===== config.mk =====
export PLATFORM = sky130hd
export DESIGN_NAME = lsu
export DESIGN_NICKNAME = d
export VERILOG_FILES = /design/src/rtl/lsu_pkg.sv /design/src/rtl/lsu_ldext.sv /design/src/rtl/lsu.sv
export SDC_FILE = /design/constraint.sdc
export NUM_CORES = 1
export LEC_CHECK = 0
export CORE_MARGIN = 2
export CORE_UTILIZATION = 40
export CTS_BUF_LIST = sky130_fd_sc_hd__clkbuf_4 sky130_fd_sc_hd__clkbuf_8 sky130_fd_sc_hd__clkbuf_16
export CTS_CLUSTER_SIZE = 8
export DETAILED_ROUTE_END_ITERATION = 8
export DONT_BUFFER_PORTS = 1
export GPL_ROUTABILITY_DRIVEN = 0
export PLACE_DENSITY = 0.51
export SYNTH_ARGS = -nofsm -noshare
export SYNTH_HDL_FRONTEND = slang
export SYNTH_HIERARCHICAL = 1
export SYNTH_SLANG_ARGS = --single-unit
export TNS_END_PERCENT = 20

===== constraint.sdc =====
create_clock -name clk -period 2.56 [get_ports clk]
set_input_delay 0.384 -clock clk [delete_from_list [all_inputs] [get_ports clk]]
set_output_delay 0.384 -clock clk [all_outputs]
set_load 0.02 [all_outputs]

===== src/rtl/lsu_pkg.sv =====
// Shared LSU definitions: bus widths, access-size masks, FSM encoding and alignment helper.
package lsu_pkg;

  localparam int unsigned ADDR_W = 64;
  localparam int unsigned DATA_W = 64;
  localparam int unsigned REG_W  = 5;
  localparam int unsigned MASK_W = 8;

  localparam logic [MASK_W-1:0] MASK_BYTE   = 8'h01;
  localparam logic [MASK_W-1:0] MASK_HALF   = 8'h03;
  localparam logic [MASK_W-1:0] MASK_WORD   = 8'h0F;
  localparam logic [MASK_W-1:0] MASK_DOUBLE = 8'hFF;

  typedef enum logic [1:0] {
    ST_IDLE = 2'd0,
    ST_REQ  = 2'd1,
    ST_WAIT = 2'd2,
    ST_DONE = 2'd3
  } state_t;

  // Natural-alignment test for an access of the given size at byte offset off.
  function automatic logic is_misaligned(input logic [MASK_W-1:0] mask, input logic [2:0] off);
    logic bad;
    bad = 1'b0;
    case (mask)
      MASK_HALF:   bad = off[0];
      MASK_WORD:   bad = |off[1:0];
      MASK_DOUBLE: bad = |off;
      default:     bad = 1'b0;
    endcase
    return bad;
  endfunction

endpackage


===== src/rtl/lsu_ldext.sv =====
// Combinational load extractor: selects the addressed field of a doubleword and extends it.
module lsu_ldext
  import lsu_pkg::*;
(
  input  logic [DATA_W-1:0] mem_rdata,
  input  logic [2:0]        addr,
  input  logic [MASK_W-1:0] mask,
  input  logic              zext,
  output logic [DATA_W-1:0] ldata
);

  logic [DATA_W-1:0] field;

  always_comb begin
    field = mem_rdata >> {addr, 3'b000};
    ldata = field;
    case (mask)
      MASK_BYTE: ldata = zext ? {56'b0, field[7:0]}  : {{56{field[7]}},  field[7:0]};
      MASK_HALF: ldata = zext ? {48'b0, field[15:0]} : {{48{field[15]}}, field[15:0]};
      MASK_WORD: ldata = zext ? {32'b0, field[31:0]} : {{32{field[31]}}, field[31:0]};
      default:   ldata = field;
    endcase
  end

endmodule


===== src/rtl/lsu.sv =====
// Single-outstanding load/store unit: accept -> memory request -> response -> writeback.
// Optional natural-alignment fault check enabled by defining LSU_MISALIGN_CHECK_EN.
module lsu
  import lsu_pkg::*;
(
  input  logic              clk,
  input  logic              rst,
  input  logic              in_valid_i,
  output logic              in_ready_o,
  input  logic              ren_i,
  input  logic              wen_i,
  input  logic [MASK_W-1:0] mask_i,
  input  logic              load_zext_i,
  input  logic [ADDR_W-1:0] addr_i,
  input  logic [DATA_W-1:0] wdata_i,
  input  logic [REG_W-1:0]  rd_i,
  output logic              mem_req_valid_o,
  input  logic              mem_req_ready_i,
  output logic              mem_we_o,
  output logic [ADDR_W-1:0] mem_addr_o,
  output logic [DATA_W-1:0] mem_wdata_o,
  output logic [MASK_W-1:0] mem_wstrb_o,
  input  logic              mem_resp_valid_i,
  input  logic [DATA_W-1:0] mem_rdata_i,
  output logic              out_valid_o,
  input  logic              out_ready_i,
  output logic [DATA_W-1:0] out_rdata_o,
  output logic [REG_W-1:0]  out_rd_o,
  output logic              out_fault_o
);

  state_t            state, state_n;
  logic [2:0]        off_q;
  logic [MASK_W-1:0] mask_q;
  logic              zext_q;
  logic              accept, is_mem, fault;
  logic [DATA_W-1:0] ld_data;

  assign accept = in_valid_i & in_ready_o;
  assign is_mem = ren_i | wen_i;

`ifdef LSU_MISALIGN_CHECK_EN
  assign fault = is_mem & is_misaligned(mask_i, addr_i[2:0]);
`else
  assign fault = 1'b0;
`endif

  lsu_ldext u_ldext (
    .mem_rdata (mem_rdata_i),
    .addr      (off_q),
    .mask      (mask_q),
    .zext      (zext_q),
    .ldata     (ld_data)
  );

  always_ff @(posedge clk) begin
    if (rst) state <= ST_IDLE;
    else     state <= state_n;
  end

  always_comb begin
    state_n = state;
    case (state)
      ST_IDLE: if (accept)           state_n = (is_mem && !fault) ? ST_REQ : ST_DONE;
      ST_REQ:  if (mem_req_ready_i)  state_n = ST_WAIT;
      ST_WAIT: if (mem_resp_valid_i) state_n = ST_DONE;
      ST_DONE: if (out_ready_i)      state_n = ST_IDLE;
      default:                       state_n = ST_IDLE;
    endcase
  end

  // Handshake outputs are registered from the next state; payload is captured on accept.
  always_ff @(posedge clk) begin
    if (rst) begin
      in_ready_o      <= 1'b1;
      mem_req_valid_o <= 1'b0;
      out_valid_o     <= 1'b0;
      mem_we_o        <= 1'b0;
      mem_addr_o      <= '0;
      mem_wdata_o     <= '0;
      mem_wstrb_o     <= '0;
      out_rdata_o     <= '0;
      out_rd_o        <= '0;
      out_fault_o     <= 1'b0;
      off_q           <= '0;
      mask_q          <= '0;
      zext_q          <= 1'b0;
    end else begin
      in_ready_o      <= (state_n == ST_IDLE);
      mem_req_valid_o <= (state_n == ST_REQ);
      out_valid_o     <= (state_n == ST_DONE);
      if (state == ST_IDLE && accept) begin
        mem_we_o    <= wen_i;
        mem_addr_o  <= {addr_i[ADDR_W-1:3], 3'b000};
        mem_wstrb_o <= wen_i ? MASK_W'(mask_i << addr_i[2:0]) : '0;
        mem_wdata_o <= wen_i ? DATA_W'(wdata_i << {addr_i[2:0], 3'b000}) : '0;
        out_rdata_o <= '0;
        out_rd_o    <= rd_i;
        out_fault_o <= fault;
        off_q       <= addr_i[2:0];
        mask_q      <= mask_i;
        zext_q      <= load_zext_i;
      end
      if (state == ST_WAIT && mem_resp_valid_i && !mem_we_o) out_rdata_o <= ld_data;
    end
  end

endmodule

### After elaboration in Yosys (flattened, before gate mapping)

Cells that the tools add are included.

| operators by class | value |
|---|---|
| equal/unequal tests | 8 |
| shift-type cells | 3 |
| muxes and demuxes | 14 |
| bitwise gates (word level) | 2 |
| reduce and logical (&&, ||, !) cells | 7 |

Operators by type and width:

| kind | number |
|---|---|
| 64-bit 2-to-1 mux | 6 |
| 64-bit one-hot mux with 3 select lines | 1 |
| 64-bit by 6-bit left shift with 64-bit output | 1 |
| 64-bit by 6-bit >> shifter with 64-bit output | 1 |
| 2-bit 2-to-1 mux | 5 |
| 8-bit by 1-bit == test with 1-bit output, second input constant | 1 |
| 8-bit by 2-bit == test with 1-bit output, second input constant | 1 |
| 8-bit by 4-bit == test with 1-bit output, second input constant | 1 |
| 8-bit 2-to-1 mux | 1 |
| 2-bit one-hot mux with 4 select lines | 1 |
| 8-bit by 3-bit left shift with 8-bit output | 1 |
| 2-bit == test, second input constant | 3 |
| 2-bit by 1-bit == test with 1-bit output, second input constant | 2 |
| 2-bit logical NOT | 2 |
| 1-bit logical AND | 3 |
| 2-bit nonzero test | 1 |
| 1-bit AND | 1 |
| 1-bit logical NOT | 1 |
| 1-bit OR | 1 |

| storage, ports and cells | value |
|---|---|
| register bits after elaboration | 220 |
| input bits | 214 |
| output and inout port bits | 210 |

### Logic depth before layout (Yosys ltp)

Gate-level depths: netlist of the first run.

| depth | value |
|---|---|
| word-level depth | 5 |
| mapped depth | 10 |

### By module

The synthesis of the first run kept the hierarchy.

Modules (own cells, without submodules):

| module | instances | cells an instance | area an instance (µm²) | seq. area each (µm²) |
|---|---|---|---|---|
| lsu | 1 | 1072 | 9091.2 | 4404.2 |
| lsu_ldext | 1 | 342 | 2441.1 | 0.0 |

### Worst setup path before layout of the first run

Ideal clock, no wire load.

| timing path | value |
|---|---|
| path kind | reg2reg |
| from | register off_q[1] |
| to | register out_rdata_o[49] |
| setup time | 0.132 ns |
| arrival | 1.811 ns |
| data required time | 2.428 ns |
| setup slack | 0.617 ns |
| cell stages (with the launch flop) | 10 |
| buffers on the path | 3 |
| cell sequence | dfxtp_1 -> buf_6 -> mux2_2 -> mux4_2 -> nand4_2 -> buf_6 -> buf_6 -> nand4_1 -> nand2_1 -> a21oi_1 |

| on the way | value |
|---|---|
| longest elaborated chain between the ends | 4 |
| elaborated cells on any way between the ends | 6 |

Ends and longest elaborated chain:

| item | line | text |
|---|---|---|
| start: declaration | lsu.sv:33 | `logic [2:0] off_q;` |
| start signal: assignment | lsu.sv:100 | `off_q <= addr_i[2:0];` |
| 64-bit by 6-bit >> shifter with 64-bit output (*) | lsu_ldext.sv:15 | `field = mem_rdata >> {addr, 3'b000};` |
| 64-bit 2-to-1 mux (on tied branches) | lsu_ldext.sv:20, lsu_ldext.sv:18, lsu_ldext.sv:19 |  |
| 64-bit one-hot mux with 3 select lines (*) | lsu_ldext.sv:17 | `case (mask)` |
| net ld_data[49] | lsu.sv:37 | `logic [DATA_W-1:0] ld_data;` |
| 64-bit 2-to-1 mux (*) | lsu.sv:104 | `if (state == ST_WAIT && mem_resp_valid_i && !mem_we_o) out_rdata_o <= ld_data;` |
| end signal: assignment | lsu.sv:104 |  |
| end: declaration | lsu.sv:27 | `output logic [DATA_W-1:0] out_rdata_o,` |

The timed path passes the listed nets; every way through them passes the cells marked *.
A chain may end at the register's enable or synchronous reset.

### Worst setup path after layout of the first run

| timing path | value |
|---|---|
| from | register in_ready_o |
| to | register mem_wstrb_o[3] |

| on the way | value |
|---|---|
| longest elaborated chain between the ends | 2 |

Ends and longest elaborated chain:

| item | line | text |
|---|---|---|
| start: declaration | lsu.sv:9 | `output logic in_ready_o,` |
| start signal: assignment | lsu.sv:89 | `in_ready_o <= (state_n == ST_IDLE);` |
| 1-bit AND | lsu.sv:39 | `assign accept = in_valid_i & in_ready_o;` |
| 1-bit logical AND | lsu.sv:92 | `if (state == ST_IDLE && accept) begin` |
| end signal: assignment | lsu.sv:95 | `mem_wstrb_o <= wen_i ? MASK_W'(mask_i << addr_i[2:0]) : '0;` |
| end: declaration | lsu.sv:22 | `output logic [MASK_W-1:0] mem_wstrb_o,` |

Every way passes these cells.

==> results of run 1 <==
[worst paths after layout]
kind,slack (ns),startpoint,endpoint,cells after the start
worst max register to register,0.18,in_ready_o$_SDFF_PP1_,mem_wstrb_o[3]$_SDFFE_PP0P_,6
worst min register to register,0.56,mem_addr_o[57]$_SDFFE_PP0P_,mem_addr_o[57]$_SDFFE_PP0P_,2
worst min-delay path,0.01,addr_i[2],mem_wdata_o[62]$_SDFFE_PP0P_,2
worst max-delay path,0.18,in_ready_o$_SDFF_PP1_,mem_wstrb_o[3]$_SDFFE_PP0P_,6
[synth_stat cells (2+ instances only)]
| library cell | count | area share (%) |
|---|---|---|
| sky130_fd_sc_hd__nor2_1 | 73 | 2.4 |
| sky130_fd_sc_hd__a31oi_1 | 2 | 0.11 |
| sky130_fd_sc_hd__mux4_2 | 3 | 0.59 |
| sky130_fd_sc_hd__inv_1 | 5 | 0.16 |
| sky130_fd_sc_hd__clkbuf_1 | 50 | 1.6 |
| sky130_fd_sc_hd__o221ai_2 | 9 | 1.2 |
| sky130_fd_sc_hd__o2bb2ai_1 | 23 | 1.7 |
| sky130_fd_sc_hd__nand4_1 | 34 | 1.8 |
| sky130_fd_sc_hd__o21ai_0 | 17 | 0.74 |
| sky130_fd_sc_hd__o22ai_1 | 3 | 0.16 |
| sky130_fd_sc_hd__nand3b_1 | 20 | 1.3 |
| sky130_fd_sc_hd__nor3_1 | 3 | 0.13 |
| sky130_fd_sc_hd__mux2_2 | 22 | 2.1 |
| sky130_fd_sc_hd__o21a_1 | 8 | 0.52 |
| sky130_fd_sc_hd__and3_1 | 5 | 0.27 |
| sky130_fd_sc_hd__a211oi_1 | 21 | 1.4 |
| sky130_fd_sc_hd__a2bb2oi_1 | 2 | 0.15 |
| sky130_fd_sc_hd__nand3_1 | 109 | 4.7 |
| sky130_fd_sc_hd__a22oi_1 | 35 | 2.3 |
| sky130_fd_sc_hd__buf_1 | 23 | 0.75 |
| sky130_fd_sc_hd__nand2_1 | 258 | 8.4 |
| sky130_fd_sc_hd__a22o_1 | 17 | 1.3 |
| sky130_fd_sc_hd__o311ai_0 | 5 | 0.38 |
| sky130_fd_sc_hd__dfxtp_1 | 220 | 38 |
| sky130_fd_sc_hd__a221o_1 | 8 | 0.69 |
| sky130_fd_sc_hd__buf_6 | 4 | 0.39 |
| sky130_fd_sc_hd__o221ai_1 | 2 | 0.15 |
| sky130_fd_sc_hd__and2_1 | 8 | 0.43 |
| sky130_fd_sc_hd__o211ai_1 | 7 | 0.46 |
| sky130_fd_sc_hd__or2_2 | 2 | 0.11 |
| sky130_fd_sc_hd__nand2b_1 | 5 | 0.27 |
| sky130_fd_sc_hd__a21oi_1 | 162 | 7.0 |
| sky130_fd_sc_hd__o31ai_1 | 6 | 0.39 |
| sky130_fd_sc_hd__and3b_1 | 6 | 0.46 |
| sky130_fd_sc_hd__a211o_1 | 7 | 0.53 |
| sky130_fd_sc_hd__nor2b_1 | 22 | 1.2 |
| sky130_fd_sc_hd__mux2i_1 | 125 | 11 |
| sky130_fd_sc_hd__buf_4 | 12 | 0.78 |
| sky130_fd_sc_hd__buf_2 | 54 | 2.3 |
[sequential cells by signal (all words and copies together), names as in the netlist]
register,count
in_ready_o,1
mask_q,8
mem_addr_o,61
mem_req_valid_o,1
mem_wdata_o,64
mem_we_o,1
mem_wstrb_o,8
off_q,3
out_rd_o,5
out_rdata_o,64
out_valid_o,1
state,2
zext_q,1
[cells by family (layout without fill, tap and decap cells)]
| logic type | count (synthesis) | after routing |
|---|---|---|
| AO/OA/AOI/OAI | 339 | 339 |
| buffers and inverters | 148 | 168 |
| flip-flops | 220 | 220 |
| multiplexers | 150 | 150 |
| other | 1 | 5 |
| AND/OR/NAND/NOR | 556 | 556 |
[layer usage]
metal  global-route usage [%]  up-vias
li1                         -     5102
met1                    32.27     5125
met2                    44.89      472
met3                    9.781       91
met4                    9.209        0
met5                        0        -
[critical path, delay by kind of cell, from the launching register on]
family / cells / cell delay [ns]
compound gates: 2 / 0.28
buf+inv: 2 / 0.83
flops: 1 / 0.54
simple gates: 2 / 0.67
[where the power goes]
part	switching (mW)	leakage (nW)	internal, mW
Clock	1.50	0.411	2.19
Combinational	1.29	2.81	0.884
Sequential	0.485	1.79	3.68
Total	3.28	5.01	6.76
[timing repair]
action / CTS / global route
endpoints found under the hold margin: 199 / 0
resized for setup: 0 / 1
endpoints found under the setup margin: 0 / 2
hold buffers: 98 / 0
[area by class of cell]
cell class / instances / area [sq um]
fillers: 2906 / 15000
clock buffers: 34 / 810.8
diodes: 1 / 2.502
inverters: 5 / 18.77
repair buffers: 128 / 1328
flip-flops and latches: 220 / 4410
well taps: 384 / 480.5
multi-input cells: 1049 / 6477
clock inverters: 1 / 20.02
==> qor.yml, run 1 <==
remaining_number_of_nets_flagged_by_the_antenna_check_after_routing: 0
vdd_ir_drop_max_mv: 0.4715
die_boundary_height_um: 173.8
min-delay-path-class: "in -> reg"
met2RoutedLength_mm: 20.36
dp_hpwl_mm: 28.56
worst_slew_pin_slew_ns: 1.177
timing.critical_path.arrival_ns: 2.89
design.die.area_sq_um: 30200
cp_cell_sequence: "and4bb_4, and3_1, buf_6, o211ai_1, a21oi_1, dlygate4sd3_1"
final_hold_viol_count: 0
relSlewSlack_pct: 21.37
port_buffers: 0
count_of_unresolved_drc_violations_after_routing: 0
timing.final.ws_setup_ns: 0.1810
dr_wl_met3_mm: 4.457
clk_root_buffer_cell: "sky130_fd_sc_hd__clkbuf_16"
ys_seq_area_share_pct: 38.19
timing.hold.ws_ns: 0.01197
timing_worst_setup_path_type: "reg -> reg"
drt-initial-drc-count: 737
worst-path-max-fanout: 28
post_cts_buffers: 0
clock_insertion_delay_worst_skew_ns: 0.57
route.top_layer_used: "met4"
drt-vias-per-instance: 5.922
dp.cells: 1688
final_cell_mix: "258 x sky130_fd_sc_hd__nand2_1, 217 x sky130_fd_sc_hd__dfxtp_1, 162 x sky130_fd_sc_hd__a21oi_1"
cts_made_buffers: 31
maxClockFrequency_ghz: 0.4203
synthCells: 1414
antenna_found_initial: 0
vias_in_the_first_global_route: 10580
unrepaired_setup_endpoints_after_global_routing: "false"
drt_first_pass_iters: 5
synthFlopType: "sky130_fd_sc_hd__dfxtp_1"
synth_async_sr_flop_share_pct: 0
routed_wire_length_per_instance_um: 23.52
final_max_slew_viol_count: 0
total_leakage_power_nw: 5.009
syn_avg_cell_area_sq_um: 8.156
synth_adder_area_share_pct: 0
ys_seq_elements: 220
tritoncts_clock_tree: "built"
setup_viol_count_final: 0
synth.yosys.warnings: 6
worst_clk_skew_ns: 0.01680
nNetsFinal: 1649
final.min_clock_period_ns: 2.379
most_common_cell_after_layout_fill_and_taps_aside: "sky130_fd_sc_hd__nand2_1"
initial_core_utilization_pct: 40.40
outcome: "finished clean"
grt_util_all_layers_pct: 27.01
design.portCount: 424
largest_net_degree_at_the_start_of_global_routing: 126
fp.dieW_um: 173.8
clk_pin_slew_worst_paths_ns: 0.05
stdcell_area_sq_um: 13550
synth.mux.area_fraction_pct: 13.58
required_ns: 3.07
number_of_maximum_capacitance_violations: 0
drt-total-wl_mm: 42.86
place_area_sq_um: 11710
grt_pass1_wl_mm: 64.68
tns_ns: 0
detailedPlace.worstSlack_ns: 0.4279
endpoint_kind: "register"
power.total_mw: 10.04
synth_xor_area_share_pct: 0
fraction_of_the_mapped_netlist_area_in_compound_gates_pct: 19.52
final-instance-count-excl-fill: 1822
clock_tree.htree_level_count: 1
post_route_cells_drive_above_1_share_pct: 8.142
synth_top_family_by_area: "simple AND/OR/NAND/NOR gates"
synth-edff-count: 0
coreArea_sq_um: 28550
grt_remaining_overflow: 0
placementRows: 62
timing.critical_path.slowest_cell_delay_ns: 0.56
finalCoreUtilization_pct: 47.46
worstSetupStartpointType: "register"
power_density_nw_per_um2: 740.7
wirelength_met1_mm: 16.58
critPathSlowestCell: "sky130_fd_sc_hd__dlygate4sd3_1"
yosys.area_share.simple_pct: 22.62
min_period_over_period_pct: 92.93
clock_sink_count: 220
route.vias.total: 10790
synth_cell_types: 56
cts-root-to-sink-buffers: 3
cell_area_synth_sq_um: 11530
area_growth_syn_to_layout_pct: 17.48
Power figures use the tool's default switching activity.
==> run 2: changes to the inputs <==
--- a/config.mk
+++ b/config.mk
@@ -12,7 +12,7 @@
 export DETAILED_ROUTE_END_ITERATION = 8
 export DONT_BUFFER_PORTS = 1
 export GPL_ROUTABILITY_DRIVEN = 0
-export PLACE_DENSITY = 0.51
+export PLACE_DENSITY = 0.58
 export SYNTH_ARGS = -nofsm -noshare
 export SYNTH_HDL_FRONTEND = slang
 export SYNTH_HIERARCHICAL = 1
==> run 2 against run 1 <==
Against the previous run:
- clock power about the same
- critical endpoint is now out_rdata_o[14]$_SDFFE_PP0P_
- worst setup slack gained 0.046 ns
- fmax increased by 2.0%
- register-to-register slack gained 0.05 ns
- sequential cell count did not move
- worst hold slack better by 0.022 ns
- cell count rose by 0.33%
- power shrank 0.65%
==> qor.yml, run 2 (synthesis results as in run 1) <==
outcome: "finished clean"
fp.dieW_um: 173.8  # unchanged
path_buf_inv: 1  # -1
nNetsFinal: 1652  # +0.18%
coreArea_sq_um: 28550  # unchanged
clock_tree.htree_level_count: 1  # unchanged
antenna_found_initial: 2  # +2
timing.critical_path.arrival_ns: 2.75  # -0.14 ns
holdPathStages: 2  # unchanged
grt_pass1_wl_mm: 62.95  # -2.7%
setup_viol_count_final: 0  # unchanged
tritoncts_clock_tree: "built"
power_density_nw_per_um2: 735.2  # -0.75%
route.vias.total: 10920  # +1.2%
clock_sink_count: 220  # unchanged
final_max_slew_viol_count: 0  # unchanged
maxClockFrequency_ghz: 0.4286  # +2.0%
final_hold_viol_count: 0  # unchanged
routed_wire_length_per_instance_um: 22.90  # -2.6%
finalCoreUtilization_pct: 47.51  # +0.048 points
grt_remaining_overflow: 0  # unchanged
timing.critical_path.slowest_cell_delay_ns: 0.65  # +0.09 ns
post_route_cells_drive_above_1_share_pct: 7.772  # -0.37 points
critical_path_depth: 7  # +1
port_buffers: 0  # unchanged
clk_pin_slew_worst_paths_ns: 0.05  # about the same
crit_path_frequent_cell: "sky130_fd_sc_hd__a21oi_1"
min_period_over_period_pct: 91.13  # -1.8 points
dp_hpwl_mm: 28.14  # -1.5%
timing.hold.worst.start: "addr_i[2]"
design.portCount: 424  # unchanged
largest_net_degree_at_the_start_of_global_routing: 125  # -0.79%
total_leakage_power_nw: 5.009  # about the same
most_common_cell_after_layout_fill_and_taps_aside: "sky130_fd_sc_hd__nand2_1"
cp_cell_sequence: "buf_12, mux2i_1, a2bb2oi_1, a31oi_1, a21oi_1, nand2_1, a21oi_1"
crit-reg2reg-capture: "out_rdata_o[14]$_SDFFE_PP0P_"
drt_first_pass_iters: 5  # unchanged
unrepaired_setup_endpoints_after_global_routing: "false"
worst_slew_pin_slew_ns: 1.055  # -0.1213 ns
remaining_number_of_nets_flagged_by_the_antenna_check_after_routing: 0  # unchanged
worstSetupStartpointType: "register"
worst_path_dominant_cell_family: "compound AO/OA/AOI/OAI gates"
worst_clk_skew_ns: 0.01186  # -0.004940 ns
placementRows: 62  # unchanged
r2r_slack_ns: 0.23  # +0.05 ns
timing_worst_setup_path_type: "reg -> reg"
cts-root-to-sink-buffers: 3  # unchanged
clock_insertion_delay_worst_skew_ns: 0.56  # about the same
number_of_maximum_capacitance_violations: 0  # unchanged
grt_util_all_layers_pct: 25.98  # -1.0 points
endpoint_kind: "register"
clk_root_buffer_cell: "sky130_fd_sc_hd__clkbuf_16"
critPathSlowestCell: "sky130_fd_sc_hd__a31oi_1"
relSlewSlack_pct: 29.48  # +8.1 points
die_boundary_height_um: 173.8  # unchanged
drt-initial-drc-count: 901  # +22%
r2r_worst_path_depth: 7  # +1
design.die.area_sq_um: 30200  # unchanged
drt-vias-per-instance: 5.972  # +0.84%
initial_core_utilization_pct: 40.40  # unchanged
final_cell_mix: "258 x sky130_fd_sc_hd__nand2_1, 217 x sky130_fd_sc_hd__dfxtp_1, 162 x sky130_fd_sc_hd__a21oi_1"
tns_ns: 0  # unchanged
vias_in_the_first_global_route: 10490  # -0.81%
power.total_mw: 9.970  # -0.65%
count_of_unresolved_drc_violations_after_routing: 0  # unchanged
cts_made_buffers: 31  # unchanged
vdd_ir_drop_max_mv: 0.5562  # +18%
required_ns: 2.98  # -0.09 ns
worst-path-max-fanout: 76  # +170%
worstReg2RegStart: "off_q[1]$_SDFFE_PP0P_"
drt-total-wl_mm: 41.87  # -2.3%
final.min_clock_period_ns: 2.333  # -0.04602 ns
area_growth_syn_to_layout_pct: 17.60
min-delay-path-class: "in -> reg"
holdPathEnd: "mem_wstrb_o[7]$_SDFFE_PP0P_"
registers_with_the_most_flip_flops: "mem_wdata_o x64, out_rdata_o x64, mem_addr_o x61"
==> run 2: metal layers <==
| layer | up-vias | track usage [%] | share of wire (%) |
|---|---|---|---|
| met5 | - | 0 | 0 |
| met2 | 545 | 43.89 | 47 |
| met1 | 5188 | 30.22 | 38 |
| li1 | 5098 | - | - |
| met4 | 0 | 7.458 | 3.1 |
| met3 | 86 | 10.64 | 11 |
==> run 2: worst max path at each step <==
stage | start | end
CTS | state[1]$_SDFF_PP0_ | mem_wdata_o[39]$_SDFFE_PP0P_
floorplan | off_q[1]$_SDFFE_PP0P_ | out_rdata_o[49]$_SDFFE_PP0P_
global placement | off_q[1]$_SDFFE_PP0P_ | out_rdata_o[19]$_SDFFE_PP0P_
detailed placement | off_q[1]$_SDFFE_PP0P_ | out_rdata_o[19]$_SDFFE_PP0P_
finish | off_q[1]$_SDFFE_PP0P_ | out_rdata_o[14]$_SDFFE_PP0P_
global route | off_q[1]$_SDFFE_PP0P_ | out_rdata_o[8]$_SDFFE_PP0P_
==> run 2: report_power, final <==
part           switching, mW  internal, mW  total [mW]
Sequential             0.484          3.68        4.17
Clock                   1.50          2.19        3.70
Combinational           1.25         0.862        2.11
Total                   3.24          6.73        9.97
==> run 2: final cells by class <==
type	count	area, sq um
well taps	384	480.5
diodes	3	7.507
repair buffers	131	1335
clock inverters	1	20.02
flip-flops and latches	220	4410
multi-input cells	1049	6477
clock buffers	35	812.0
inverters	5	18.77
fillers	2777	14990
==> run 2: through the flow <==
| step | hold slack, ns | std cells | cell area (sq um) | setup slack (ns) |
|---|---|---|---|---|
| detailed placement | 0.4425 | 1682 | 11630 | 0.2753 |
| floorplan | 0.4314 | 1417 | 11540 | 0.6170 |
| global placement | 0.4399 | 1682 | 11630 | 0.3270 |
| finish | 0.03416 | 1828 | 13560 | 0.2270 |
| CTS | 0.006867 | 1825 | 13550 | 0.08939 |
| global route | 0.04783 | 1827 | 13560 | 0.03323 |
==> run 2: repair_timing <==
item | CTS | global route
hold buffers | 107 | 0
setup buffers | 0 | 0
resized for setup | 0 | 1
hold endpoints to repair | 201 | 0
setup endpoints to repair | 0 | 4
==> run 2: worst register-to-register path, stage by stage, from the launching register on <==
cell	delay [ns]
sky130_fd_sc_hd__dfxtp_4	0.40
sky130_fd_sc_hd__buf_12	0.33
sky130_fd_sc_hd__mux2i_1	0.38
sky130_fd_sc_hd__a2bb2oi_1	0.16
sky130_fd_sc_hd__a31oi_1	0.65
sky130_fd_sc_hd__a21oi_1	0.13
sky130_fd_sc_hd__nand2_1	0.10
sky130_fd_sc_hd__a21oi_1	0.05
==> run 3: changes to the inputs <==
--- a/config.mk
+++ b/config.mk
@@ -13,6 +13,7 @@
 export DONT_BUFFER_PORTS = 1
 export GPL_ROUTABILITY_DRIVEN = 0
 export PLACE_DENSITY = 0.58
+export RECOVER_POWER = 100
 export SYNTH_ARGS = -nofsm -noshare
 export SYNTH_HDL_FRONTEND = slang
 export SYNTH_HIERARCHICAL = 1
==> run 3 against run 2 <==
Against the previous run:
- register-to-register slack lost 0.03 ns
- wire length grew 0.31%
- via count up 0.27%
- clock skew barely moved
- cell count about the same
- fmax fell by 1.4%
- critical path type unchanged
- highest routed layer unchanged
==> qor.yml, run 3 (synthesis results as in run 1) <==
outcome: "finished clean"
design.portCount: 424  # unchanged
dr_wl_met3_mm: 4.563  # -4.1%
port_buffers: 0  # unchanged
final_cell_mix: "258 x sky130_fd_sc_hd__nand2_1, 217 x sky130_fd_sc_hd__dfxtp_1, 162 x sky130_fd_sc_hd__a21oi_1"
required_ns: 3.06  # +0.08 ns
final_hold_viol_count: 0  # unchanged
grt_remaining_overflow: 0  # unchanged
most_common_cell_after_layout_fill_and_taps_aside: "sky130_fd_sc_hd__nand2_1"
drt-total-wl_mm: 42.00  # +0.31%
drt-vias-per-instance: 5.991  # +0.32%
worstSetupStartpointType: "register"
power_density_nw_per_um2: 737.0  # +0.24%
min-delay-path-class: "in -> reg"
total_leakage_power_nw: 4.996  # -0.26%
share_of_total_power_consumed_by_net_switching_pct: 32.45  # about the same
drt_first_pass_iters: 6  # +1
timing.critical_path.arrival_ns: 2.86  # +0.11 ns
cts-root-to-sink-buffers: 3  # unchanged
unrepaired_setup_endpoints_after_global_routing: "false"
clock_tree.htree_level_count: 1  # unchanged
endpoint_kind: "register"
combinational_cell_fraction_of_total_power_pct: 21.1  # about the same
placementRows: 62  # unchanged
design.die.area_sq_um: 30200  # unchanged
route.vias.total: 10950  # +0.27%
fp.dieW_um: 173.8  # unchanged
grt_util_all_layers_pct: 25.98  # unchanged
timing_worst_setup_path_type: "reg -> reg"
clk_root_buffer_cell: "sky130_fd_sc_hd__clkbuf_16"
grt_pass1_wl_mm: 62.95  # unchanged
setup_viol_count_final: 0  # unchanged
power.internal_mw: 6.727  # -0.11%
wirelength_met1_mm: 16.25  # +1.7%
number_of_maximum_capacitance_violations: 0  # unchanged
count_of_unresolved_drc_violations_after_routing: 0  # unchanged
dp_hpwl_mm: 28.14  # unchanged
post_cts_buffers: 0  # unchanged
clockPowerShare_pct: 37.1  # about the same
nNetsFinal: 1652  # unchanged
final.min_clock_period_ns: 2.365  # +0.03241 ns
seq_power_share_pct: 41.8  # about the same
clock_insertion_delay_worst_skew_ns: 0.56  # about the same
timing.hold.ws_ns: 0.03536  # +0.001194 ns
cts_made_buffers: 31  # unchanged
area_growth_syn_to_layout_pct: 17.18
remaining_number_of_nets_flagged_by_the_antenna_check_after_routing: 0  # unchanged
worst_clk_skew_ns: 0.01159  # -0.0002664 ns
min_period_over_period_pct: 92.40  # +1.3 points
clock_sink_count: 220  # unchanged
power.total_mw: 9.959  # -0.12%
tritoncts_clock_tree: "built"
worst_slew_pin_slew_ns: 1.111  # +0.05609 ns
final_max_slew_viol_count: 0  # unchanged
drt-initial-drc-count: 890  # -1.2%
die_boundary_height_um: 173.8  # unchanged
vdd_ir_drop_max_mv: 0.5545  # -0.30%
met2RoutedLength_mm: 19.86  # about the same
tns_ns: 0  # unchanged
clk_pin_slew_worst_paths_ns: 0.06  # about the same
dp.cells: 1682  # unchanged
post_route_cells_drive_above_1_share_pct: 7.217  # -0.56 points
vias_in_the_first_global_route: 10490  # unchanged
route.top_layer_used: "met4"
antenna_found_initial: 2  # unchanged
relSlewSlack_pct: 25.90  # -3.6 points
worst-path-max-fanout: 72  # -5.3%
initial_core_utilization_pct: 40.40  # unchanged
largest_net_degree_at_the_start_of_global_routing: 125  # unchanged
routed_wire_length_per_instance_um: 22.99  # +0.37%
switching_power_mw: 3.231  # -0.13%
coreArea_sq_um: 28550  # unchanged
maxClockFrequency_ghz: 0.4228  # -1.4%
registers_with_the_most_flip_flops: "mem_wdata_o x64, out_rdata_o x64, mem_addr_o x61"
final-instance-count-excl-fill: 1827  # -0.055%
==> run 3: cell types whose count changed in the layout (fill, tap and decap cells not counted), sizes merged <==
cell	delta
buf	-4
clkbuf	+4
diode	-1
==> run 3: path summary, 6_finish.rpt <==
| path | slack, ns | cells after the start | to | startpoint |
|---|---|---|---|---|
| worst max-delay path | 0.19 | 6 | mem_addr_o[34]$_SDFFE_PP0P_ | in_ready_o$_SDFF_PP1_ |
| worst min-delay path | 0.04 | 2 | mem_wstrb_o[7]$_SDFFE_PP0P_ | addr_i[2] |
| worst min register to register | 0.49 | 2 | zext_q$_SDFFE_PP0P_ | zext_q$_SDFFE_PP0P_ |
| worst max register to register | 0.19 | 6 | mem_addr_o[34]$_SDFFE_PP0P_ | in_ready_o$_SDFF_PP1_ |
==> run 3: repair_timing <==
item	CTS	global route
gates resized for setup	0	1
setup endpoints to repair	0	4
hold buffers	107	0
endpoints found under the hold margin	201	0
==> run 3: cell type report <==
type / instances / area [sq um]
tap: 384 / 480.5
clock inverter: 1 / 20.02
antenna: 2 / 5.005
sequential: 220 / 4410
fill: 2786 / 15030
multi-input combinational: 1049 / 6441
inverter: 5 / 18.77
clock buffer: 35 / 812.0
timing repair buffer: 131 / 1325
==> run 3: through the flow <==
step / util (%) / area (sq um) / setup WS [ns]
2_1_floorplan: - / 11540 / 0.6170
3_3_place_gp: 40.74 / 11630 / 0.3270
3_5_place_dp: 40.74 / 11630 / 0.2753
4_1_cts: 47.47 / 13550 / 0.08939
5_1_grt: 47.34 / 13510 / 0.03323
6_report: 47.34 / 13510 / 0.1946
==> run 3: power by group through the flow <==
stage	Clock, mW	Combinational, mW	Sequential (mW)
final	3.69	2.10	4.17
after global routing	3.87	2.30	4.19
after CTS	3.77	2.09	4.16
after detailed placement	0	1.88	4.23
after global placement	0	1.87	4.23
after floorplan	0	1.58	4.14
==> run 3: layer usage <==
layer,vias up,global-route usage [%]
met3,88,10.64
met5,-,0
met4,0,7.458
li1,5100,-
met2,530,43.89
met1,5228,30.22
==> run 3: critical path, stage by stage, from the launching register on <==
cell	delay [ns]
sky130_fd_sc_hd__dfxtp_1	0.31
sky130_fd_sc_hd__clkbuf_1	0.24
sky130_fd_sc_hd__nand4bb_4	0.22
sky130_fd_sc_hd__buf_4	0.61
sky130_fd_sc_hd__nand2_1	0.11
sky130_fd_sc_hd__a21oi_1	0.17
sky130_fd_sc_hd__dlygate4sd3_1	0.56
